==> src/rtl/timer_ctl_pkg.sv <==
// timer_ctl_pkg: shared widths, interrupt cause indices and overflow FSM states
package timer_ctl_pkg;
    localparam int WIDTH_DEF   = 32;
    localparam int OVF_W_DEF   = 16;
    localparam int RETRY_DEF   = 15;
    localparam int CAUSE_MATCH = 0;
    localparam int CAUSE_OVF   = 1;
    localparam int CAUSE_CAP   = 2;
    typedef enum logic [1:0] {IDLE, CLEAR, WAIT} state_e;
endpackage

==> src/rtl/timer_event_ctrl_sync_rise.sv <==
// sync_rise: two-flop synchronizer followed by an edge register for rising-edge detect
module sync_rise (
    input  logic i_clock,
    input  logic i_reset,
    input  logic i_async,
    output logic o_rise
);
    logic [2:0] sync_q, sync_d;
    // shift the async input through the two sync stages and the edge stage
    always_comb sync_d = {sync_q[1:0], i_async};
    // synchronizer and edge flops
    always_ff @(posedge i_clock or posedge i_reset)
        if (i_reset) sync_q <= '0;
        else         sync_q <= sync_d;
    assign o_rise = sync_q[1] & ~sync_q[2];
endmodule

==> src/rtl/timer_event_ctrl.sv <==
// timer_event_ctrl: overflow clear handshake, overflow extension, compare/capture events and irq merge
module timer_event_ctrl import timer_ctl_pkg::*; #(
    parameter int WIDTH = WIDTH_DEF,
    parameter int OVF_W = OVF_W_DEF,
    parameter int RETRY = RETRY_DEF
) (
    input  logic             i_clock,
    input  logic             i_reset,
    input  logic             i_enable,
    input  logic [WIDTH-1:0] i_currentv,
    input  logic             i_overflow,
    output logic             o_clearw,
    input  logic             i_cmp_wr,
    input  logic [WIDTH-1:0] i_cmp_data,
    input  logic             i_capture,
    output logic [WIDTH-1:0] o_capture_v,
    output logic [OVF_W-1:0] o_ovf_count,
    output logic             o_irq,
    output logic [2:0]       o_irq_cause,
    input  logic             i_irq_ack,
    output logic             o_clr_err
);
    localparam int RW = $clog2(RETRY + 1);
    state_e           state_q, state_d;
    logic [RW-1:0]    cnt_q, cnt_d;
    logic             err_q, err_d, clearw_q, clearw_d, irq_q, irq_d, cmpv_q, cmpv_d, cap_rise;
    logic [OVF_W-1:0] ovf_q, ovf_d;
    logic [WIDTH-1:0] capv_q, capv_d, cmp_q, cmp_d, prev_q, prev_d;
    logic [2:0]       pend_q, pend_d, ev;
    sync_rise u_cap_sync (
        .i_clock (i_clock),
        .i_reset (i_reset),
        .i_async (i_capture),
        .o_rise  (cap_rise)
    );
    // new events this cycle; the FSM entering CLEAR from IDLE is the only overflow event
    always_comb begin
        ev              = '0;
        ev[CAUSE_MATCH] = cmpv_q && i_enable && (i_currentv == cmp_q) && (prev_q != cmp_q);
        ev[CAUSE_OVF]   = (state_q == IDLE) && i_overflow && i_enable;
        ev[CAUSE_CAP]   = cap_rise && i_enable;
    end
    // overflow clear FSM next state: pulse clear, wait for the flag to drop, re-pulse after RETRY cycles
    always_comb begin
        state_d = state_q;
        cnt_d   = cnt_q;
        err_d   = err_q;
        case (state_q)
            IDLE:    if (i_overflow) state_d = CLEAR;
            CLEAR:   begin state_d = WAIT; cnt_d = '0; end
            WAIT:    if (!i_overflow) state_d = IDLE;
                     else if (cnt_q == RW'(RETRY)) begin state_d = CLEAR; err_d = 1'b1; end
                     else cnt_d = cnt_q + RW'(1);
            default: state_d = IDLE;
        endcase
    end
    // datapath next values; an event in the ack cycle survives the ack
    always_comb begin
        pend_d   = (i_irq_ack ? 3'b000 : pend_q) | ev;
        irq_d    = |pend_d;
        clearw_d = (state_d == CLEAR);
        ovf_d    = ev[CAUSE_OVF] ? ovf_q + OVF_W'(1) : ovf_q;
        capv_d   = ev[CAUSE_CAP] ? i_currentv : capv_q;
        cmp_d    = i_cmp_wr ? i_cmp_data : cmp_q;
        cmpv_d   = cmpv_q | i_cmp_wr;
        prev_d   = i_currentv;
    end
    // all state and registered outputs
    always_ff @(posedge i_clock or posedge i_reset)
        if (i_reset) begin
            state_q  <= IDLE;
            cnt_q    <= '0;
            err_q    <= 1'b0;
            clearw_q <= 1'b0;
            irq_q    <= 1'b0;
            pend_q   <= '0;
            ovf_q    <= '0;
            capv_q   <= '0;
            cmp_q    <= '0;
            cmpv_q   <= 1'b0;
            prev_q   <= '0;
        end else begin
            state_q  <= state_d;
            cnt_q    <= cnt_d;
            err_q    <= err_d;
            clearw_q <= clearw_d;
            irq_q    <= irq_d;
            pend_q   <= pend_d;
            ovf_q    <= ovf_d;
            capv_q   <= capv_d;
            cmp_q    <= cmp_d;
            cmpv_q   <= cmpv_d;
            prev_q   <= prev_d;
        end
    assign o_clearw    = clearw_q;
    assign o_irq       = irq_q;
    assign o_irq_cause = pend_q;
    assign o_ovf_count = ovf_q;
    assign o_capture_v = capv_q;
    assign o_clr_err   = err_q;
endmodule

==> config.mk <==
export PLATFORM = sky130hd
export DESIGN_NAME = timer_event_ctrl
export DESIGN_NICKNAME = d
export VERILOG_FILES = /design/src/rtl/timer_ctl_pkg.sv /design/src/rtl/timer_event_ctrl_sync_rise.sv /design/src/rtl/timer_event_ctrl.sv
export SDC_FILE = /design/constraint.sdc
export NUM_CORES = 1
export LEC_CHECK = 0
export BUFFER_PORTS_ARGS = -buffer_cell sky130_fd_sc_hd__clkbuf_2
export CELL_PAD_IN_SITES_DETAIL_PLACEMENT = 0
export CELL_PAD_IN_SITES_GLOBAL_PLACEMENT = 1
export CORE_MARGIN = 4
export CORE_UTILIZATION = 40
export DETAILED_ROUTE_END_ITERATION = 12
export PLACE_DENSITY = 0.76
export SKIP_LAST_GASP = 1
export SLEW_MARGIN = 20
export SYNTH_ARGS = -nofsm -noshare
export SYNTH_HDL_FRONTEND = slang
export SYNTH_HIERARCHICAL = 1
export SYNTH_SLANG_ARGS = --single-unit
export TNS_END_PERCENT = 20
==> constraint.sdc <==
create_clock -name i_clock -period 4.9 [get_ports i_clock]
set_input_delay 0.98 -clock i_clock [delete_from_list [all_inputs] [get_ports i_clock]]
set_output_delay 0.98 -clock i_clock [all_outputs]
set_load 0.05 [all_outputs]
==> flow_summary.toml, run 1 <==
[drt]
drt_wl_total_um = 11200
first_pass_iters = 4
dr.first_iter.drc_count = 175
ant_nets = 0
vias = 3278
via_per_inst = 4.77
drc_errors = 0
wl_per_cell_um = 16.3

[place]
dpl.hpwl_um = 8320
io_buffers = 124
place.gp.congestion = 0.825

[critical_path]
path_class = "flop to output port"
reg2reg_slack_ps = 2990
r2r_start = "cnt_q[0]"
path_buf_inv = 1
worstRegToRegCells = 5
cp.required_ps = 3920
crit_fanout = 5
slowest_stage = "dfrtp_1"
regToRegEndpoint = "cnt_q[3]"
end_kind = "output port"
startpoint_type = "flop"
cp_top_family = "flip-flops"
crit_chain = "clkbuf_2"
slowest_delay_ps = 470
worst_ep_arrival_time_ps = 1190

[clocking]
post_cts_buffers = 0
cts_root_buf = "clkbuf_16"
cts-buffers-inserted = 17
cts_htree_levels = 4
clock_latency_ps = 400
numClockSinks = 128
clk_pin_slew_ps = 50
cts_resized = 0
clock_path_buffers = 2
cts_hold_buf = 0
cts_tree = "done"

[synth]
avgSynthCellArea_sq_um = 14.2
synth_seq_area_share_pct = 61.8
synth_fp_nets = 439
synthDistinctLibCells = 36
synth_top_family_by_area = "multiplexers"
synth_xor_xnor_area_share_pct = 13.3
synthMuxAreaShare_pct = 14.1
synth_warnings = 6
synthesis.instances = 366
synth_adder_area_share_pct = 0.483
synthTopCellsByArea = "dfrtp_1 62%, mux2_2 14%, xor2_1 6.9%"
synth_compound_area_share_pct = 1.69
netlist.area_leader.share_pct = 61.8
synth_seq_cells = 128
synth-simple-area-share_pct = 7.29
syn_area_sq_um = 5190
yosys.area.top_type = "dfrtp_1"

[global_route]
grt_pass1_wl_um = 18200
antenna_found_initial = 0
met3_usage_pct = 5.66
top_usage_layer = "met2"
grt_max_degree = 75
use_met1_pct = 21.1
global_route.usage.met2_pct = 25.8
grt_use_total_pct = 16.3
grt_pass1_vias = 3560
grt.overflow.total = 0

[final_layout]
final_layout_size_suffix_gt1_share_pct = 44.5
finalCoreUtilization_pct = 51.9
final_nets = 576
diodes = 0
mostFrequentLayoutCells = "128 x dfrtp_1, 124 x clkbuf_2, 65 x mux2_2"
layout_commonest_cell = "dfrtp_1"
syn_to_final_growth_pct = 26.7

[sta]
finalCriticalPeriod_ps = 2170
drv_slew = 0
hold_violations = 0
maxSlewHeadroom_pct = 39.1
tightest_slew_ps = 913
setup-tns-final_ps = 0
max_freq_mhz = 460
min_period_over_period_pct = 44.3
fin_hold_ws_ps = 365
rsz0062_at_grt = "false"
setup_viol = 0
fin_skew_ps = 6.07

[min_path]
hold_path_startpoint = "u_cap_sync/sync_q[0]"
hold-path-endpoint = "u_cap_sync/sync_q[1]"
hold_path_depth = 0
hold_class = "flop to flop"

[power]
combPwrFrac_pct = 21.3
power.switching_mw = 0.984
p_sw_share_pct = 31.3
ir_worst_vdd_uv = 301
p_leak_nw = 3.08
p_seq_share_pct = 41.4
internal_power_mw = 2.16
pwr-share-clk_pct = 37.3
power.density_nw_per_um2 = 479

[floorplanning]
die_w_um = 122
die_area_sq_um = 14900
rows = 41
core_sq_um = 12700
die_y_um = 122
start_util_pct = 40.9
ios = 125

[run]
maxCapViolCount = 0

[run_status]
status = "finished, final reports clean"
==> worst max-delay path by stage <==
stage | slack, ps | depth (start not counted) | from | endpoint
floorplan | 590 | 1 | i_reset | cmp_q[0]
global placement | 2500 | 5 | i_enable | o_irq
detailed placement | 2450 | 5 | i_enable | o_irq
CTS | 2700 | 1 | o_ovf_count[3] | o_ovf_count[3]
global route | 2670 | 1 | o_ovf_count[3] | o_ovf_count[3]
finish | 2730 | 1 | o_ovf_count[3] | o_ovf_count[3]
==> registers in the layout (all words and copies together), names as in the netlist <==
| name | count |
|---|---|
| state_q | 2 |
| cmpv_q | 1 |
| o_capture_v | 32 |
| o_clr_err | 1 |
| u_cap_sync/sync_q | 3 |
| o_irq_cause | 3 |
| o_irq | 1 |
| o_clearw | 1 |
| cnt_q | 4 |
| o_ovf_count | 16 |
| cmp_q | 32 |
| prev_q | 32 |
==> cells in the mapped netlist (all sizes together) <==
master / instances
a211oi: 2
nand3: 8
nor2b: 1
inv: 8
a21oi: 2
xnor2: 38
a21o: 1
a31oi: 1
or2: 1
nand2b: 1
nand4: 15
and3: 2
or3b: 1
nor2: 4
or3: 1
buf: 5
and2: 1
dfrtp: 128
o21ai: 5
ha: 2
mux2: 65
a21boi: 1
o2111ai: 1
xor2: 41
nor4bb: 1
nor4: 11
o31ai: 1
nor3: 3
clkbuf: 4
nand2: 11
==> final cells by class <==
type	instances	area, sq um
Fill cell	1121	6100
Sequential cell	128	3200
Multi-Input combinational cell	221	1920
Timing Repair Buffer	127	643
Clock buffer	25	505
Tap cell	172	215
Clock inverter	6	55.1
Inverter	8	32.5
==> per-layer routing <==
layer  up-vias  share of wire [%]
met5         -                  0
met4         0                1.1
li1       1537                  -
met3        11                7.0
met2       105                 47
met1      1625                 44
==> per-stage QoR <==
stage | std cells | instance area [sq um] | setup WS [ps] | total power, mW
2_1_floorplan | 366 | 5190 | 592 | 1.80
3_3_place_gp | 656 | 6010 | 2500 | 1.98
3_5_place_dp | 656 | 6010 | 2450 | 2.00
4_1_cts | 687 | 6570 | 2700 | 3.19
5_1_grt | 687 | 6570 | 2670 | 3.30
6_report | 687 | 6570 | 2730 | 3.15
==> logic make-up after synthesis <==
logic type               after synthesis
AO/OA/AOI/OAI                         14
XOR/XNOR                              79
adder cells (fa/ha/maj)                2
buffers and inverters                 17
flip-flops                           128
multiplexers                          65
AND/OR/NAND/NOR                       61
==> power groups by stage <==
stage	Combinational, mW	Sequential [mW]	Clock [mW]
after floorplan	0.229	1.57	0
after global placement	0.672	1.31	0
after detailed placement	0.680	1.32	0
after CTS	0.682	1.30	1.20
after global routing	0.721	1.32	1.25
final	0.671	1.30	1.17
(Power assumes the default switching activity.)
==> run 2: changes to the inputs <==
--- a/config.mk
+++ b/config.mk
@@ -5,11 +5,12 @@
 export SDC_FILE = /design/constraint.sdc
 export NUM_CORES = 1
 export LEC_CHECK = 0
+export ABC_AREA = 1
 export BUFFER_PORTS_ARGS = -buffer_cell sky130_fd_sc_hd__clkbuf_2
 export CELL_PAD_IN_SITES_DETAIL_PLACEMENT = 0
 export CELL_PAD_IN_SITES_GLOBAL_PLACEMENT = 1
 export CORE_MARGIN = 4
-export CORE_UTILIZATION = 40
+export CORE_UTILIZATION = 36
 export DETAILED_ROUTE_END_ITERATION = 12
 export PLACE_DENSITY = 0.76
 export SKIP_LAST_GASP = 1
==> constraint.sdc (replaced) <==
create_clock -name i_clock -period 1.85 [get_ports i_clock]
set_input_delay 0.37 -clock i_clock [delete_from_list [all_inputs] [get_ports i_clock]]
set_output_delay 0.37 -clock i_clock [all_outputs]
set_load 0.05 [all_outputs]
==> run 2 against run 1 <==
Net effect:
- worst setup slack got worse by 2400 ps
- synthesized cell count rose by 66%
- routed wire length rose by 16%
- critical endpoint is now o_ovf_count[6]
- largest power group is now the clock network
- highest routed layer unchanged
==> flow_summary.toml, run 2 <==
[run_status]
status = "finished, final reports clean"

[global_route]
grt_pass1_vias = 4429
grt_pass1_wl_um = 21800
grt.overflow.total = 0
grt_use_total_pct = 15.8
antenna_found_initial = 0
grt_max_degree = 69

[clocking]
cts_root_buf = "clkbuf_16"
cts-buffers-inserted = 17
cts_tree = "done"
post_cts_buffers = 0
clock_path_buffers = 2
cts_htree_levels = 4
cts_resized = 0
clock_latency_ps = 420
clk_pin_slew_ps = 60
numClockSinks = 128

[floorplanning]
die_area_sq_um = 17400
start_util_pct = 36.6
core_sq_um = 15100
rows = 45
ios = 125
die_w_um = 132
die_y_um = 132

[synth]
synth_fp_nets = 680
synthDistinctLibCells = 25
synth_most_common_cell = "nand2_1"
ys_async_sr_fraction_pct = 100
synthTopCellsByCount = "199 x nand2_1, 128 x dfrtp_1, 78 x inv_1"
syn_area_sq_um = 5540
avgSynthCellArea_sq_um = 9.12
netlist.area_leader.share_pct = 57.8
synth_edf_count = 0
synth_seq_cells = 128
yosys.area.top_type = "dfrtp_1"
synth_seq_area_share_pct = 57.8
synth_warnings = 6
synthTopCellsByArea = "dfrtp_1 58%, nand2_1 13%, xnor2_1 5.5%"
synthFlopType = "dfrtp_1"
synthesis.instances = 607

[drt]
vias = 4263
via_per_inst = 4.50
wl_per_cell_um = 13.7
drt_wl_total_um = 13000
dr.first_iter.drc_count = 160
first_pass_iters = 4
ant_nets = 0
drc_errors = 0

[sta]
hold_violations = 0
rsz0062_at_grt = "false"
setup_viol = 0
finalCriticalPeriod_ps = 1560
drv_slew = 0
max_freq_mhz = 643
fin_skew_ps = 5.75
fin_hold_ws_ps = 55.3
setup-tns-final_ps = 0
maxSlewHeadroom_pct = 74.5
tightest_slew_ps = 382
setup_slack_ps = 295
min_period_over_period_pct = 84.1

[critical_path]
slowest_delay_ps = 450
end_kind = "output port"
reg2reg_slack_ps = 310
crit_fanout = 6
slowest_stage = "dfrtp_1"
crit_chain = "clkbuf_2"
cp_top_family = "flip-flops"
startpoint_type = "flop"
cp.required_ps = 1480
worst_ep_arrival_time_ps = 1190
path_class = "flop to output port"
path_buf_inv = 1

[final_layout]
final_nets = 820
final_cell_area_sq_um = 7120
final_layout_size_suffix_gt1_share_pct = 25.1
layout_commonest_cell = "nand2_1"
syn_to_final_growth_pct = 28.6
diodes = 0
mostFrequentLayoutCells = "198 x nand2_1, 128 x dfrtp_1, 124 x clkbuf_2"
finalCoreUtilization_pct = 47.0

[power]
power.density_nw_per_um2 = 1220
ir_worst_vdd_uv = 630
p_leak_nw = 3.75

[place]
io_buffers = 124
place.gp.congestion = 0.806
dpl.hpwl_um = 9690
placed_cell_area_sq_um = 6480
dp_slack_ps = 304

[run]
maxCapViolCount = 0

[min_path]
hold_class = "input port to flop"
==> run 2: repair_timing <==
item                                    4_1_cts  5_1_grt
hold endpoints to repair                      3        0
hold buffers                                  1        0
endpoints found under the setup margin        0        0
==> run 2: path summary, 6_finish.rpt <==
| path | end | start | cells after the start |
|---|---|---|---|
| setup / recovery | o_ovf_count[6] | o_ovf_count[6] | 1 |
| hold / removal | u_cap_sync/sync_q[0] | i_capture | 1 |
| setup reg to reg | cnt_q[3] | cnt_q[0] | 7 |
| hold reg to reg | u_cap_sync/sync_q[1] | u_cap_sync/sync_q[0] | 0 |
| max in group asynchronous | o_capture_v[3] | i_reset | 4 |
| min in group asynchronous | u_cap_sync/sync_q[2] | i_reset | 3 |
==> run 2: per-layer routing <==
metal / up-vias / wire length (um) / global-route usage [%]
met5: - / 0 / 0
met4: 0 / 280 / 6.36
met3: 19 / 707 / 5.19
met2: 107 / 6130 / 25.1
met1: 1985 / 5850 / 20.0
li1: 2152 / - / -
==> run 2: cell families after synthesis <==
kind of cell / after synthesis / share of synthesized area [%]
adder cells (fa/ha/maj): 2 / 0.452
buffers and inverters: 93 / 6.35
AND/OR/NAND/NOR: 265 / 20.2
XOR/XNOR: 44 / 6.96
flip-flops: 128 / 57.8
multiplexers: 12 / 2.42
AO/OA/AOI/OAI: 63 / 5.76
==> run 2: final cells by class <==
| type | instances | area (sq um) |
|---|---|---|
| clock buffers | 22 | 474 |
| clock inverters | 10 | 158 |
| fillers | 1487 | 8030 |
| inverters | 80 | 304 |
| multi-input cells | 386 | 1990 |
| flip-flops and latches | 128 | 3200 |
| well taps | 188 | 235 |
| repair buffers | 134 | 761 |
==> run 2: per-stage QoR <==
| step | power (mW) | cells |
|---|---|---|
| after floorplan | 4.69 | 607 |
| after global placement | 5.18 | 915 |
| after detailed placement | 5.23 | 915 |
| after CTS | 8.83 | 948 |
| after global routing | 9.14 | 948 |
| final | 8.72 | 948 |
==> run 2: power by group <==
group	internal, mW	switching (mW)	leakage, nW	total [mW]
Sequential	3.13	0.263	1.56	3.40
Combinational	0.508	1.25	1.88	1.76
Clock	2.35	1.21	0.302	3.56
